==> config.mk <==
export PLATFORM = sky130hd
export DESIGN_NAME = uart_baud_gen
export DESIGN_NICKNAME = d
export VERILOG_FILES = /design/src/rtl/uart_pkg.sv /design/src/rtl/uart_baud_chan.sv /design/src/rtl/uart_baud_gen.sv
export SDC_FILE = /design/constraint.sdc
export NUM_CORES = 1
export LEC_CHECK = 0
export ABC_AREA = 0
export CORE_AREA = 3 3 110 112
export CTS_BUF_LIST = sky130_fd_sc_hd__clkbuf_4
export DETAILED_ROUTE_END_ITERATION = 16
export DIE_AREA = 0 0 113 115
export GPL_TIMING_DRIVEN = 0
export PLACE_DENSITY = 0.66
export SLEW_MARGIN = 20
export SYNTH_ARGS = -nofsm -noshare
export SYNTH_HDL_FRONTEND = slang
export SYNTH_SLANG_ARGS = --single-unit
==> constraint.sdc <==
create_clock -name clk -period 13.4 [get_ports clk]
set_input_delay 2.68 -clock clk [delete_from_list [all_inputs] [get_ports clk]]
set_output_delay 2.68 -clock clk [all_outputs]
set_load 0.005 [all_outputs]
==> src/rtl/uart_pkg.sv <==
// Shared UART constants, divisor type and the rounded baud-divisor helper.
package uart_pkg;

   localparam int UART_OVERSAMPLE = 16;
   localparam int UART_DIV_W      = 12;
   localparam int UART_FRAC_W     = 4;

   // Standard baud rates.
   localparam int unsigned BAUD_1200   = 1200;
   localparam int unsigned BAUD_2400   = 2400;
   localparam int unsigned BAUD_4800   = 4800;
   localparam int unsigned BAUD_9600   = 9600;
   localparam int unsigned BAUD_19200  = 19200;
   localparam int unsigned BAUD_38400  = 38400;
   localparam int unsigned BAUD_57600  = 57600;
   localparam int unsigned BAUD_115200 = 115200;

   // Divisor {int, frac} at the default widths: cycles per oversample tick.
   typedef logic [UART_DIV_W+UART_FRAC_W-1:0] baud_div_t;

   // round(clk * 2^frac_w / (baud * os)), used for the reset divisor.
   function automatic longint unsigned calc_baud_div(input longint unsigned clk_hz,
                                                     input longint unsigned baud,
                                                     input longint unsigned os,
                                                     input longint unsigned frac_w);
      longint unsigned den;
      den = baud * os;
      return ((clk_hz << frac_w) + (den >> 1)) / den;
   endfunction

endpackage

==> src/rtl/uart_baud_chan.sv <==
// One baud channel: active divisor copy, fractional os-tick timer and bit/mid-bit strobes.
module uart_baud_chan
   import uart_pkg::*;
#(
   parameter int                         DIV_W      = UART_DIV_W,
   parameter int                         FRAC_W     = UART_FRAC_W,
   parameter int                         OVERSAMPLE = UART_OVERSAMPLE,
   parameter bit                         MID_BIT    = 1'b0,
   parameter logic [DIV_W+FRAC_W-1:0]    RST_DIV    = '0
)(
   input  logic                    clk,
   input  logic                    rstn,
   input  logic                    en,
   input  logic [DIV_W+FRAC_W-1:0] div_in,
   output logic                    os_stb,
   output logic                    br_stb
);

   localparam int DW   = DIV_W + FRAC_W;
   localparam int OS_W = $clog2(OVERSAMPLE);
   localparam logic [OS_W-1:0] OS_LAST = OS_W'(OVERSAMPLE - 1);
   localparam logic [OS_W-1:0] OS_MID  = OS_W'(OVERSAMPLE / 2 - 1);

   logic [DW-1:0]     div_q;
   logic [DIV_W:0]    cnt_q;
   logic [FRAC_W-1:0] acc_q;
   logic [OS_W-1:0]   os_q;

   logic [FRAC_W:0]   sum;
   logic [DIV_W:0]    term;
   logic              tick_end;
   logic              bit_end;
   logic              br_hit;

   // The carry of acc+frac stretches this tick by one cycle; acc only moves at tick end,
   // so the carry stays constant for the whole tick.
   assign sum      = {1'b0, acc_q} + {1'b0, div_q[FRAC_W-1:0]};
   assign term     = {1'b0, div_q[DW-1:FRAC_W]} + {{DIV_W{1'b0}}, sum[FRAC_W]}
                     - {{DIV_W{1'b0}}, 1'b1};
   assign tick_end = (cnt_q == term);
   assign bit_end  = tick_end && (os_q == OS_LAST);

   generate
      if (MID_BIT) begin : g_mid
         assign br_hit = tick_end && (os_q == OS_MID);
      end else begin : g_end
         assign br_hit = bit_end;
      end
   endgenerate

   // Disabled: hold counters cleared and track the shadow; enabled: run, reload only at bit end.
   always_ff @(posedge clk or negedge rstn) begin
      if (!rstn) begin
         div_q  <= RST_DIV;
         cnt_q  <= '0;
         acc_q  <= '0;
         os_q   <= '0;
         os_stb <= 1'b0;
         br_stb <= 1'b0;
      end else if (!en) begin
         div_q  <= div_in;
         cnt_q  <= '0;
         acc_q  <= '0;
         os_q   <= '0;
         os_stb <= 1'b0;
         br_stb <= 1'b0;
      end else begin
         cnt_q  <= tick_end ? '0 : cnt_q + 1'b1;
         if (tick_end) begin
            acc_q <= sum[FRAC_W-1:0];
            os_q  <= (os_q == OS_LAST) ? '0 : os_q + 1'b1;
         end
         if (bit_end)
            div_q <= div_in;
         os_stb <= tick_end;
         br_stb <= br_hit;
      end
   end

endmodule

==> src/rtl/uart_baud_gen.sv <==
// UART baud generator: shadow divisor register, integer clamp, one TX and one RX channel.
module uart_baud_gen
   import uart_pkg::*;
#(
   parameter int CLK_FREQ_HZ = 10_000_000,
   parameter int DEF_BAUD    = 9600,
   parameter int OVERSAMPLE  = UART_OVERSAMPLE,
   parameter int DIV_W       = UART_DIV_W,
   parameter int FRAC_W      = UART_FRAC_W
)(
   input  logic                    clk,
   input  logic                    rstn,
   input  logic                    cfg_we,
   input  logic [DIV_W+FRAC_W-1:0] cfg_div,
   output logic [DIV_W+FRAC_W-1:0] cfg_div_q,
   input  logic                    tx_br_en,
   output logic                    tx_br_stb,
   input  logic                    rx_br_en,
   output logic                    rx_os_stb,
   output logic                    rx_br_stb
);

   localparam int DW = DIV_W + FRAC_W;
   localparam logic [DW-1:0] DEF_DIV =
      DW'(calc_baud_div(64'(CLK_FREQ_HZ), 64'(DEF_BAUD), 64'(OVERSAMPLE), 64'(FRAC_W)));
   localparam logic [DW-1:0] DEF_CLAMP =
      (DEF_DIV[DW-1:FRAC_W] < DIV_W'(2)) ? {DIV_W'(2), DEF_DIV[FRAC_W-1:0]} : DEF_DIV;

   logic [DW-1:0] div_nxt;
   logic [DW-1:0] div_eff;
   logic          tx_os_unused;

   // Shadow divisor; readback shows exactly what was written.
   always_ff @(posedge clk or negedge rstn) begin
      if (!rstn) cfg_div_q <= DEF_DIV;
      else if (cfg_we) cfg_div_q <= cfg_div;
   end

   // Channels load the value the shadow holds after this edge, so a write landing on a
   // bit boundary already applies to the next bit. Integer part below 2 runs as 2.
   always_comb begin
      div_nxt = cfg_we ? cfg_div : cfg_div_q;
      div_eff = div_nxt;
      if (div_nxt[DW-1:FRAC_W] < DIV_W'(2))
         div_eff[DW-1:FRAC_W] = DIV_W'(2);
   end

   uart_baud_chan #(
      .DIV_W(DIV_W), .FRAC_W(FRAC_W), .OVERSAMPLE(OVERSAMPLE),
      .MID_BIT(1'b0), .RST_DIV(DEF_CLAMP)
   ) u_tx (
      .clk(clk), .rstn(rstn), .en(tx_br_en), .div_in(div_eff),
      .os_stb(tx_os_unused), .br_stb(tx_br_stb)
   );

   uart_baud_chan #(
      .DIV_W(DIV_W), .FRAC_W(FRAC_W), .OVERSAMPLE(OVERSAMPLE),
      .MID_BIT(1'b1), .RST_DIV(DEF_CLAMP)
   ) u_rx (
      .clk(clk), .rstn(rstn), .en(rx_br_en), .div_in(div_eff),
      .os_stb(rx_os_stb), .br_stb(rx_br_stb)
   );

endmodule

==> results of run 1 <==
## state kept, by name, summed over array words and instances, names as in the netlist
| signal | flops |
|---|---|
| u_tx.br_stb | 1 |
| u_tx.div_q | 16 |
| u_tx.cnt_q | 13 |
| u_tx.acc_q | 4 |
| u_rx.br_stb | 1 |
| cfg_div_q | 16 |
| u_rx.os_q | 4 |
| u_rx.cnt_q | 13 |
| u_tx.os_q | 4 |
| u_rx.os_stb | 1 |
| u_rx.acc_q | 4 |
| u_rx.div_q | 16 |
## worst max-delay path by stage
| stage | start | end | slack, ps |
|---|---|---|---|
| after detailed placement | cfg_we | u_tx.div_q[8] | 8360 |
| after CTS | u_tx.div_q[0] | u_tx.div_q[12] | 8800 |
| after global routing | u_tx.div_q[0] | u_tx.div_q[14] | 8470 |
| after floorplan | u_rx.acc_q[0] | u_rx.div_q[0] | 9200 |
| after global placement | rstn | u_tx.cnt_q[11] | 6300 |
| final | u_tx.div_q[0] | u_tx.div_q[12] | 8850 |
## cell usage after synthesis, types with 2 or more instances
cell type	instances	share of area (%)
o211ai_1	2	0.30
buf_2	2	0.20
fa_1	2	0.79
a21o_1	5	0.74
nor4b_1	2	0.35
or3b_2	3	0.52
dfrtp_1	84	42
nor3_1	6	0.59
nand2b_1	5	0.62
mux2i_1	14	2.8
or2_2	2	0.25
nand2_1	22	1.6
mux2_2	37	8.2
nor2_1	48	3.6
ha_1	16	4.0
dfstp_2	9	4.7
nand3b_1	2	0.30
a211o_1	3	0.52
nor4_1	7	0.87
o21ai_0	10	0.99
clkbuf_1	10	0.74
nand3_1	15	1.5
xnor2_1	28	4.9
nor2b_1	3	0.37
and2_1	2	0.25
inv_1	12	0.89
and3_1	11	1.4
nor3b_1	4	0.59
xor2_1	25	4.3
mux2_4	10	3.0
or3_1	6	0.74
buf_6	2	0.45
nand4_1	5	0.62
buf_1	2	0.15
or4_1	6	0.89
a21oi_1	15	1.5
nor4_2	2	0.50
## logic make-up after synthesis
kind of cell / share of synthesized area (%)
fa+ha+maj: 4.75
simple gates: 16.3
xor+xnor: 9.19
mux: 14.0
buf+inv: 2.90
flops: 46.3
compound gates: 6.61
## routing by layer
metal / GRT usage [%] / vias to the layer above / wire length, um
met1: 20.0 / 1738 / 4400
met3: 4.32 / 2 / 358
li1: - / 1733 / -
met2: 28.7 / 45 / 5180
met5: 0 / - / 0
met4: 3.37 / 0 / 34
## power breakdown
| group | leakage (nW) | total [W] | internal (W) | switching [W] |
|---|---|---|---|---|
| Combinational | 1.27 | 0.000119 | 0.0000640 | 0.0000546 |
| Clock | 0.0718 | 0.000150 | 0.0000430 | 0.000107 |
| Sequential | 1.18 | 0.000325 | 0.000304 | 0.0000211 |
## placed cells by master, fill, tap and decap left out, drive strengths merged, types with 2 or more instances in the layout
master / n
fa: 2
nor3: 6
mux2: 47
and3: 11
dfstp: 9
nand2: 22
nor2b: 3
nand2b: 5
nand4: 5
or3b: 3
and2: 2
xnor2: 28
or2: 2
clkinv: 4
a21o: 5
clkdlybuf4s50: 38
mux2i: 14
inv: 15
or4: 7
nor4: 9
nor4b: 2
nand3: 15
ha: 16
a21oi: 15
o21ai: 12
clkbuf: 19
or3: 6
nor3b: 4
nor2: 48
buf: 9
dfrtp: 84
o211ai: 2
a211o: 3
xor2: 25
nand3b: 2
## area by class of cell
| type | count | area (um2) |
|---|---|---|
| Tap cell | 143 | 179 |
| Clock inverter | 7 | 70.1 |
| Fill cell | 1023 | 5530 |
| Buffer | 17 | 97.6 |
| Timing Repair Buffer | 40 | 419 |
| Clock buffer | 9 | 67.6 |
| Inverter | 13 | 48.8 |
| Sequential cell | 93 | 2340 |
| Multi-Input combinational cell | 337 | 2570 |
## through the flow
step / instance area, um2 / utilization [%] / std cells
after CTS: 5790 / 51.1 / 659
after global placement: 5620 / 49.7 / 642
after global routing: 5790 / 51.1 / 659
final: 5790 / 51.1 / 659
after floorplan: 5050 / - / 460
after detailed placement: 5650 / 49.9 / 643
## critical path: cells and delay by family (launching register included)
kind,cells,cell delay (ps)
adder cells (fa/ha/maj),4,1120
multiplexers,1,360
AND/OR/NAND/NOR,2,470
buffers and inverters,1,350
AO/OA/AOI/OAI,6,1700
flip-flops,1,420
==> impl_metrics.env, run 1 <==
export IMPL_clockRootBuffer="clkbuf_4"
export IMPL_die_h_um=115
export IMPL_worst_pin_slew_ps=845
export IMPL_min_path_cells=1
export IMPL_drv_slew=0
export IMPL_grt_antenna_before_repair=0
export IMPL_endpoint_kind="register"
export IMPL_p_per_area_nw_per_um2=103
export IMPL_hold_path_end="u_rx.cnt_q[0]"
export IMPL_drc=0
export IMPL_fin_worst_skew_ps=19.8
export IMPL_outcome="complete, no violations"
export IMPL_ys_types=58
export IMPL_die_area_um2=13000
export IMPL_synth_edff_count=0
export IMPL_critical_path_class="register to register"
export IMPL_p_leak_nw=2.52
export IMPL_routed_wl_um=9970
export IMPL_grt_pass1_wl_um=17100
export IMPL_worstRegToRegCells=14
export IMPL_cts_resized=0
export IMPL_r2r_start="u_tx.div_q[0]"
export IMPL_clkTransAtPathRegs_ps=160
export IMPL_start_kind="register"
export IMPL_routed_via_density=5.34
export IMPL_portBuffers=39
export IMPL_total_power_w=0.000594
export IMPL_hold_violations=0
export IMPL_wl_per_cell_um=15.1
export IMPL_yosysSeqAreaShare_pct=46.3
export IMPL_start_util_pct=44.6
export IMPL_tns_ps=0
export IMPL_ys_ff_latch=93
export IMPL_critical_path_slowest_cell="o21ai_1"
export IMPL_cts_buffer_depth=2
export IMPL_num_vias=3518
export IMPL_setup_viol=0
export IMPL_ios=40
export IMPL_overflow=0
export IMPL_grt_start_max_net_pins=78
export IMPL_antenna_cells=0
export IMPL_hold_class="register to register"
export IMPL_fmax_mhz=220
export IMPL_clk_latency_ps=460
export IMPL_post_cts_buffers=0
export IMPL_yosysWarnings=0
export IMPL_critPathArrivalTime_ps=4890
export IMPL_relSlewSlack_pct=43.2
export IMPL_syn_nets=499
export IMPL_hold_slack_ps=530
export IMPL_async_flop_share_pct=100
export IMPL_critPathMaxStageDelay_ps=600
export IMPL_rows=39
export IMPL_rsz0062_at_grt="no"
export IMPL_finalCriticalPeriod_ps=4550
export IMPL_holdCritStartpoint="u_rx.cnt_q[0]"
export IMPL_synthFlopType="dfrtp_1"
export IMPL_syn_mean_instance_area_um2=11.0
export IMPL_gr_usage_all_layers_pct=16.2
export IMPL_cts_buffers=9
export IMPL_core_area_um2=11300
export IMPL_drt_first_iter_violations=207
export IMPL_cts_tree="yes"
export IMPL_nets=550
export IMPL_cp_max_fo=10
export IMPL_globalplace_congestion=0.825
export IMPL_peakVddDrop_v=0.0000626
export IMPL_drtAntennaViolNets=0
export IMPL_cts_htree_levels=3
export IMPL_chipWidth_um=113
export IMPL_drive_above_1_share_pct=17.2
export IMPL_postSynthCellCount=460
export IMPL_crit_top_cell="ha_1"
export IMPL_hold_buffers=0
export IMPL_period_share_pct=34.0
export IMPL_timing_final_ws_setup_ps=8850
export IMPL_firstDrtPassIters=4
export IMPL_area_delta_synth_final_pct=14.6
export IMPL_dp_final_hpwl_um=7440
export IMPL_reg2reg_slack_ps=8850
export IMPL_crit_chain="ha_1, fa_1, a21o_1, a21oi_1, ha_1, ha_1, nand2b_1, a21oi_1, a311o_1, a2111oi_0, nand4_1, o21ai_1, buf_2, mux2_2"
export IMPL_rr_endpoint="u_tx.div_q[12]"
export IMPL_drv_cap=0
export IMPL_dpl_worst_slack_ps=8360
export IMPL_grt_pass1_vias=3570
export IMPL_numClockSinks=93
export IMPL_crit_required_ps=13740
export IMPL_syn_area_um2=5050
(Power assumes the default switching activity.)
==> run 2: changes to the inputs <==
--- a/config.mk
+++ b/config.mk
@@ -11,7 +11,7 @@
 export DETAILED_ROUTE_END_ITERATION = 16
 export DIE_AREA = 0 0 113 115
 export GPL_TIMING_DRIVEN = 0
-export PLACE_DENSITY = 0.66
+export PLACE_DENSITY = 0.68
 export SLEW_MARGIN = 20
 export SYNTH_ARGS = -nofsm -noshare
 export SYNTH_HDL_FRONTEND = slang
==> constraint.sdc (replaced) <==
create_clock -name clk -period 4 [get_ports clk]
set_input_delay 0.8 -clock clk [delete_from_list [all_inputs] [get_ports clk]]
set_output_delay 0.8 -clock clk [all_outputs]
set_load 0.005 [all_outputs]
==> impl_metrics.env, run 2 (synthesis results as in run 1) <==
export IMPL_peakVddDrop_v=0.000222
export IMPL_cts_htree_levels=3
export IMPL_cp_num_buf_inv=2
export IMPL_finalCriticalPeriod_ps=4090
export IMPL_rows=39
export IMPL_endpoint_kind="register"
export IMPL_drive_above_1_share_pct=23.2
export IMPL_drtAntennaViolNets=0
export IMPL_fin_worst_skew_ps=17.5
export IMPL_numClockSinks=93
export IMPL_wl_per_cell_um=15.6
export IMPL_critPathArrivalTime_ps=4430
export IMPL_period_share_pct=102
export IMPL_start_kind="register"
export IMPL_clk_latency_ps=440
export IMPL_num_fill_cells=991
export IMPL_cp_max_fo=8
export IMPL_worst_pin_slew_ps=904
export IMPL_portBuffers=39
export IMPL_core_area_um2=11300
export IMPL_dpl_worst_slack_ps=-631
export IMPL_relSlewSlack_pct=39.2
export IMPL_num_vias=3584
export IMPL_start_util_pct=44.6
export IMPL_drv_cap=0
export IMPL_hold_violations=0
export IMPL_crit_family="compound AO/OA/AOI/OAI gates"
export IMPL_clockRootBuffer="clkbuf_4"
export IMPL_die_area_um2=13000
export IMPL_firstDrtPassIters=4
export IMPL_cts_tree="yes"
export IMPL_outcome="finished, violations left"
export IMPL_timing_final_ws_setup_ps=-93.5
export IMPL_cts_buffers=9
export IMPL_grt_pass1_wl_um=17700
export IMPL_gr_usage_all_layers_pct=16.8
export IMPL_globalplace_congestion=0.733
export IMPL_tns_ps=-482
export IMPL_design_area_um2=6070
export IMPL_chipWidth_um=113
export IMPL_grt_pass1_vias=3664
export IMPL_drc=0
export IMPL_rsz0062_at_grt="yes"
export IMPL_crit_chain="ha_2, fa_2, a21o_1, a21oi_2, ha_2, ha_4, or3b_4, buf_4, a211o_1, o21ai_1, nand4_1, buf_4, nor4_2, o311ai_0, o211a_1"
export IMPL_violations="negative setup slack"
export IMPL_nets=564
export IMPL_routed_via_density=5.33
export IMPL_overflow=0
export IMPL_die_h_um=115
export IMPL_instances_no_fill=673
export IMPL_p_leak_nw=2.64
export IMPL_dpl_instance_area_um2=5690
export IMPL_critical_path_slowest_cell="nor4_2"
export IMPL_dp_final_hpwl_um=7480
export IMPL_setup_viol=8
export IMPL_drt_first_iter_violations=225
export IMPL_p_per_area_nw_per_um2=329
export IMPL_grt_start_max_net_pins=80
export IMPL_antenna_cells=0
export IMPL_layout_cells_most_common="dfrtp_1"
export IMPL_ios=40
export IMPL_hold_class="input pin to asynchronous set/reset pin"
export IMPL_crit_required_ps=4340
export IMPL_drv_slew=0
export IMPL_routed_wl_um=10500
export IMPL_clkTransAtPathRegs_ps=150
export IMPL_fmax_mhz=244
export IMPL_grt_antenna_before_repair=0
export IMPL_final_cell_mix="dfrtp_1, nor2_1, clkdlybuf4s50_1, mux2_2, xnor2_1"
export IMPL_critical_path_class="register to register"
export IMPL_largestRegisters="cfg_div_q x16, u_rx.div_q x16, u_tx.div_q x16"
export IMPL_cts_buffer_depth=2
export IMPL_hold_slack_ps=152
export IMPL_dp_cells=643
export IMPL_critPathMaxStageDelay_ps=670
export IMPL_area_delta_synth_final_pct=20.2
==> run 2: cell count changes in the layout (fill, tap and decap cells not counted), moves of 3 or more <==
cell	change
buf_4	+12
mux2_2	-6
mux2_4	+6
ha_1	-5
buf_6	+4
clkbuf_1	-4
ha_2	+3
nor4_4	+3
o21ai_0	-3
==> run 2: worst paths after layout <==
kind                            slack, ps             end     startpoint  depth (start not counted)
worst max-delay path                  -90    u_rx.os_q[3]  u_rx.div_q[0]                         15
worst min-delay path                  150  u_rx.cnt_q[10]           rstn                          1
worst max register to register        -90    u_rx.os_q[3]  u_rx.div_q[0]                         15
worst min register to register        520   u_rx.cnt_q[0]  u_rx.cnt_q[0]                          1
max in group asynchronous            3190  u_tx.div_q[10]           rstn                          2
min in group clk                      520   u_rx.cnt_q[0]  u_rx.cnt_q[0]                          1
==> run 2: layout make-up <==
class                           count  area, um2  share of cell area [%]
Timing Repair Buffer               57        582                    9.58
Clock buffer                       10       75.1                    1.24
Multi-Input combinational cell    337       2730                    44.9
Clock inverter                      6       38.8                   0.639
Buffer                             14       83.8                    1.38
Tap cell                          143        179                    2.95
Inverter                           13       48.8                   0.804
Sequential cell                    93       2340                    38.5
==> run 2: metal layers <==
| metal | part of all wire [%] | global-route usage, % | vias up |
|---|---|---|---|
| met1 | 45 | 21.3 | 1773 |
| li1 | - | - | 1757 |
| met5 | 0 | 0 | - |
| met4 | 1.0 | 4.01 | 0 |
| met2 | 51 | 29.4 | 47 |
| met3 | 2.6 | 3.63 | 7 |
==> run 2: stage by stage <==
stage / utilization [%] / total power, W
after floorplan: - / 0.00136
after global placement: 50.0 / 0.00150
after detailed placement: 50.3 / 0.00152
after CTS: 53.1 / 0.00200
after global routing: 53.6 / 0.00212
final: 53.6 / 0.00200
==> run 2: what timing repair did <==
item	in CTS	in global routing
setup buffers	14	3
gates cloned	1	0
gates resized for setup	22	20
hold buffers	0	0
endpoints found under the setup margin	54	66
pin swaps	19	14
==> run 2: where the power goes <==
part           internal (W)  switching (W)
sequential          0.00102      0.0000774
clock              0.000134       0.000314
combinational      0.000247       0.000204
total               0.00140       0.000596
==> run 2: worst register-to-register path, stage by stage, from the launching register on <==
cell      delay (ps)
dfrtp_1          420
ha_2             190
fa_2             340
a21o_1           180
a21oi_2          120
ha_2             210
ha_4             130
or3b_4           390
buf_4            160
a211o_1          220
o21ai_1          150
nand4_1          120
buf_4            160
nor4_2           670
o311ai_0         320
o211a_1          210
